**src/rtl/multi_debounce_pulse.sv**
```systemverilog
// N-channel debouncer with a per-channel one-shot pulse on qualifying debounced edges.
// Define DEB_SYNC_EN to put a 2-flop synchroniser in front of each input bit.
module multi_debounce_pulse #(
    parameter int   N            = 4,
    parameter int   DEB_CYCLES   = 100,
    parameter int   PULSE_CYCLES = 5,
    parameter int   EDGE_MODE    = 0,
    parameter int   RETRIGGER    = 0,
    parameter logic INIT_LEVEL   = 1'b0
) (
    input  logic         CLK,
    input  logic         RST,
    input  logic [N-1:0] IN,
    input  logic [N-1:0] EN,
    output logic [N-1:0] LEVEL,
    output logic [N-1:0] OUT,
    output logic         ANY
);

    localparam int DW = $clog2(DEB_CYCLES + 1);
    localparam int PW = $clog2(PULSE_CYCLES + 1);
    localparam logic [DW-1:0] DEB_MAX = DW'(DEB_CYCLES - 1);
    localparam logic [PW-1:0] PLS_MAX = PW'(PULSE_CYCLES - 1);

    logic [N-1:0]  s;
    logic [N-1:0]  level_q, level_d;
    logic [N-1:0]  out_q, out_d;
    logic [DW-1:0] deb_cnt_q [N];
    logic [DW-1:0] deb_cnt_d [N];
    logic [PW-1:0] pls_cnt_q [N];
    logic [PW-1:0] pls_cnt_d [N];
    logic [N-1:0]  rise, fall, fire;

`ifdef DEB_SYNC_EN
    logic [N-1:0] sync1_q, sync2_q;

    always_ff @(posedge CLK) begin
        if (RST) begin
            sync1_q <= {N{INIT_LEVEL}};
            sync2_q <= {N{INIT_LEVEL}};
        end else begin
            sync1_q <= IN;
            sync2_q <= sync1_q;
        end
    end

    assign s = sync2_q;
`else
    assign s = IN;
`endif

    always_comb begin
        level_d   = level_q;
        out_d     = out_q;
        deb_cnt_d = deb_cnt_q;
        pls_cnt_d = pls_cnt_q;
        rise      = '0;
        fall      = '0;
        fire      = '0;
        for (int i = 0; i < N; i++) begin
            // Any return to the accepted level restarts the stability count
            if (s[i] == level_q[i]) begin
                deb_cnt_d[i] = '0;
            end else if (deb_cnt_q[i] == DEB_MAX) begin
                level_d[i]   = s[i];
                deb_cnt_d[i] = '0;
                rise[i]      = s[i];
                fall[i]      = ~s[i];
            end else begin
                deb_cnt_d[i] = deb_cnt_q[i] + DW'(1);
            end

            fire[i] = EN[i] & (((EDGE_MODE == 0) & rise[i]) |
                               ((EDGE_MODE == 1) & fall[i]) |
                               ((EDGE_MODE == 2) & (rise[i] | fall[i])));

            if (fire[i] && (!out_q[i] || RETRIGGER != 0)) begin
                out_d[i]     = 1'b1;
                pls_cnt_d[i] = '0;
            end else if (out_q[i]) begin
                if (!EN[i] || pls_cnt_q[i] == PLS_MAX) begin
                    out_d[i]     = 1'b0;
                    pls_cnt_d[i] = '0;
                end else begin
                    pls_cnt_d[i] = pls_cnt_q[i] + PW'(1);
                end
            end
        end
    end

    always_ff @(posedge CLK) begin
        if (RST) begin
            level_q <= {N{INIT_LEVEL}};
            out_q   <= '0;
            for (int i = 0; i < N; i++) begin
                deb_cnt_q[i] <= '0;
                pls_cnt_q[i] <= '0;
            end
        end else begin
            level_q   <= level_d;
            out_q     <= out_d;
            deb_cnt_q <= deb_cnt_d;
            pls_cnt_q <= pls_cnt_d;
        end
    end

    assign LEVEL = level_q;
    assign OUT   = out_q;
    assign ANY   = |out_q;

endmodule
```
**config.mk**
```make
export PLATFORM = sky130hd
export DESIGN_NAME = multi_debounce_pulse
export DESIGN_NICKNAME = d
export VERILOG_FILES = /design/src/rtl/multi_debounce_pulse.sv
export SDC_FILE = /design/constraint.sdc
export NUM_CORES = 1
export LEC_CHECK = 0
export BUFFER_PORTS_ARGS = -buffer_cell sky130_fd_sc_hd__buf_4
export CORE_UTILIZATION = 53
export CTS_BUF_LIST = sky130_fd_sc_hd__clkbuf_16
export CTS_CLUSTER_DIAMETER = 120
export DETAILED_ROUTE_END_ITERATION = 8
export GPL_TIMING_DRIVEN = 0
export HOLD_SLACK_MARGIN = 0.02
export PLACE_DENSITY = 0.84
export SLEW_MARGIN = 20
export SYNTH_ARGS = -nofsm -noshare
export SYNTH_HDL_FRONTEND = slang
export SYNTH_SLANG_ARGS = --single-unit
```
**constraint.sdc**
```tcl
create_clock -name CLK -period 1.2 [get_ports CLK]
set_clock_uncertainty 0.05 [all_clocks]
set_input_delay 0.06 -clock CLK [delete_from_list [all_inputs] [get_ports CLK]]
set_output_delay 0.06 -clock CLK [all_outputs]
set_load 0.01 [all_outputs]
```
* After elaboration in Yosys (flattened, before gate mapping) *
Cells that the tools add are included.
Widths: inputs -> output; s select.

operators by class
  bitwise operators = 8
  muxes and demuxes = 24
  reduce and logical (&&, ||, !) cells = 29
  eq/ne operators = 12
  add/subtract/negate cells = 8

operators with widths
  cell                 count
  $add 7x1->7 const B  4
  $eq 7x7->1 const B   4
  $mux 1               20
  $add 3x1->3 const B  4
  $eq 3x3->1 const B   4
  $mux 3               4
  $reduce_or 3->1      4
  $logic_not 1->1      8
  $reduce_and 2->1     4
  $reduce_or 2->1      4
  $and 1x1->1          4
  $eq 1x1->1           4
  $logic_and 1x1->1    4
  $logic_or 1x1->1     4
  $not 1->1            4
  $reduce_or 4->1      1

storage, ports and cells
  output and inout bits = 9
  logic and storage cells = 94
  register bits = 48
  bits of input ports = 10

* Logic depth before layout (Yosys ltp) *
  depth in word-level cells = 6
  gate-level depth with buffers = 5
  gate-level depth less buffers = 5

* Worst setup path after synthesis *
OpenSTA, ideal clock, no wires.

  path kind = register -> register
  start = register deb_cnt_q[14] (netlist name)
  end = register deb_cnt_q[19] (netlist name)
  period minus slack after synthesis = 1,333 ps
  path buffers = 0
  library setup time = 70 ps
  arrival time = 1,213 ps
  required time = 1,080 ps
  path slack = -133 ps
  cell stages (with the launch flop) = 5
  cell sequence = dfxtp_1 -> ha_1 -> nor4b_4 -> a311o_2 -> a21oi_1

between the ends
  cells in the longest elaborated chain, start to end = 2
  elaborated cells between the ends (all ways) = 3
  those cells by class = add/sub (1); eq/ne (1); reduce/logical (1)

ends and longest elaborated chain
  what                                                 line  text
  start, declared                                      28    logic [DW-1:0] deb_cnt_q [N];
  start signal, assigned                               102   deb_cnt_q <= deb_cnt_d;
  branches (longest 2 deep; another with $add 7x1->7)  -

Several ways; the timed one is not identified.
A chain may end at the register's enable or synchronous reset.

* Final worst setup path *
  start = register deb_cnt_q[15] (netlist name)
  end = register deb_cnt_q[19] (netlist name)

Same word-level chain as after synthesis.

==> flow_summary.ini <==
[run_status]
status = complete, but fails checks
failed_checks = negative setup slack

[sta]
period_minus_slack_ns = 1.31
slew_violations = 0
fin_ws_ns = -0.112
hold_violations = 0
rsz0062_at_grt = yes
fmax_ghz = 0.762
post-route-period-util_pct = 109
setup_viol = 35
worstMarginPinSlew_ns = 0.475
slew_headroom_pct = 68.3

[placement]
hpwl_um = 2980
place_area_um2 = 2500
gp_congestion = 0.726
io_buffers = 17
dp_cells = 319

[synthesis]
synth_nets = 274
synth.ff_latch_count = 48
synthDistinctLibCells = 35
netlist_area_um2 = 2280
async_reset_ff_share_pct = 0
ys_warn_count = 0
dominantRegCellSynth = dfxtp_1
avgSynthCellArea_um2 = 9.06
seq_area_frac_synth_pct = 42.1
synth_edf_count = 0
synth_cells = 252

[floorplanning]
coreArea_um2 = 4060
die_x_um = 67.6
io_pins = 19
dieHeight_um = 67.6
start_util_pct = 56.2
die_area_um2 = 4570
rows = 23

[critical_path]
path_delay_family = compound AO/OA/AOI/OAI gates
criticalPathCategory = reg -> reg
reg2reg_depth = 4
required_ns = 1.37
r2r_start = deb_cnt_q[15]
r2r-end = deb_cnt_q[19]
path_buf_inv = 0
cp_cell_sequence = ha_4, nor4b_4, a311o_2, a21oi_1
endpoint_kind = register
cp-start-kind = register
path_max_fanout = 7
cpPeakStageDelay_ns = 0.44
critical_path_arrival_ns = 1.48
r2r_slack_ns = -0.11
slowest_stage = a311o_2

[detailed_routing]
met2_length_um = 2410
wl_met1_um = 2160
firstDrtPassIters = 4
postRouteWirelength_um = 4730
drt-initial-drc-count = 98
routedWlPerCell_um = 13.8
drc_errors = 0
dr.max_layer_used = met4
vias = 1929
routed_via_density = 5.62
wl_met3_um = 98
postRouteAntennaNets = 0

[min_path]
worstHoldStart = IN[3]
holdPathEnd = LEVEL[3]
hold_path.class = in -> reg
hold_depth = 3

[clock_tree]
h-tree-depth = 2
clk_latency_ns = 0.28
cts.sinks = 48
clk_pin_slew_ns = 0.06
cts_tree = done
cts.path.max_buffers = 2
cts_buffers = 5
root_buffer = clkbuf_16

[cells_and_area]
drive_gt1_share_pct = 35.5
finalInstanceArea_um2 = 2940
nets = 315
stdcell_count = 343
n_antenna_cell = 0
most-common-layout-cells = buf_4 (31), dfxtp_1 (30), nand2_1 (22), dfxtp_2 (18), nand3_1 (18)
final_common_cell = buf_4
synthToLayoutAreaGrowth_pct = 28.7

[grt]
grt_pass1_vias = 1834
grt_max_degree = 14
grt-ovfl-total = 0
antenna_found_initial = 0
grt_pass1_wl_um = 7610
grt.total_usage_pct = 22.2

[power_and_ir_drop]
irDropWorstVdd_uv = 669
p_leak_nw = 1.01
power.density_nw_per_um2 = 1060

[job]
cap_violations = 0
cells in the mapped netlist (2+ instances only):
cell type	instances	area (um^2)
nor2_2	3	18.8
dfxtp_1	48	961
nand3_1	18	90.1
a21oi_1	20	100
nand4bb_1	2	22.5
nor2b_1	3	18.8
a31o_2	3	26.3
nand2_1	22	82.6
and4bb_2	5	62.6
xnor2_1	6	52.6
nand2b_1	2	12.5
nand4b_1	4	35.0
o21ai_0	12	60.1
nor3_1	3	15.0
a21boi_0	6	45.0
nor2_1	16	60.1
or3_1	6	37.5
xor2_1	10	87.6
inv_1	18	67.6
mux2i_1	2	20.0
a21oi_2	2	17.5
nand4_1	13	81.3
o211ai_1	2	15.0
ha_1	12	150
nor3b_1	4	30.0
tightest hold or removal path, delay by kind of cell:
family | cells | cell delay (ns)
buffers and inverters | 1 | 0.12
and+or+nand+nor | 1 | 0.06
AOI/OAI and AO/OA | 1 | 0.06
what timing repair did:
action	CTS	global route
pin swaps	12	7
hold buffers	3	0
endpoints found under the hold margin	3	0
gates resized for setup	21	28
endpoints found under the setup margin	37	39
buffers inserted	14	0
cloned	0	0
power breakdown:
part / leakage, nW / internal, mW / switching, mW
sequential: 0.396 / 1.61 / 0.0138
combinational: 0.542 / 0.0881 / 0.0907
clock: 0.0709 / 0.749 / 0.550
total: 1.01 / 2.45 / 0.654
per-stage QoR:
step	total power [mW]	setup WS (ns)	utilization [%]	TNS, ns	hold slack (ns)
finish	3.10	-0.112	72.4	-1.47	0.0242
global route	3.21	-0.193	72.4	-3.56	0.0413
CTS	3.12	-0.117	70.4	-1.16	0.0202
detailed placement	1.78	-0.193	61.7	-3.82	0.307
global placement	1.78	-0.169	61.7	-3.16	0.294
floorplan	1.73	-0.0439	-	-0.188	0.157
area by class of cell:
cell class	instances	area [um^2]
inverter	18	67.6
sequential	48	983
fill	291	1120
timing repair buffer	34	263
tap	50	62.6
clock inverter	2	8.76
multi-input combinational	184	1420
buffer	2	8.76
clock buffer	5	125
worst max path at each step:
stage                        from             to  slack [ns]  cells after the start
global placement     deb_cnt_q[0]   deb_cnt_q[5]       -0.17                      4
global route        deb_cnt_q[15]  deb_cnt_q[19]       -0.19                      4
floorplan           deb_cnt_q[14]  deb_cnt_q[19]       -0.04                      4
finish              deb_cnt_q[15]  deb_cnt_q[19]       -0.11                      4
CTS                 deb_cnt_q[15]  deb_cnt_q[20]       -0.12                      4
detailed placement  deb_cnt_q[22]  deb_cnt_q[26]       -0.19                      4
flip-flops by register name, indices dropped and copies added (netlist names):
signal / cells
LEVEL: 4
OUT: 4
deb_cnt_q: 28
pls_cnt_q: 12
kinds of logic after synthesis:
family | Yosys count | synth area share, %
simple gates | 104 | 27.0
compound gates | 50 | 13.9
flops | 48 | 42.1
buf+inv | 20 | 3.34
xor+xnor | 16 | 6.14
fa+ha+maj | 12 | 6.58
mux | 2 | 0.877
per-layer routing:
metal	GRT usage, %	vias up
li1	-	983
met1	25.2	915
met2	38.5	24
met3	4.73	7
met4	12.0	0
met5	0	-
(Power assumes the default switching activity.)
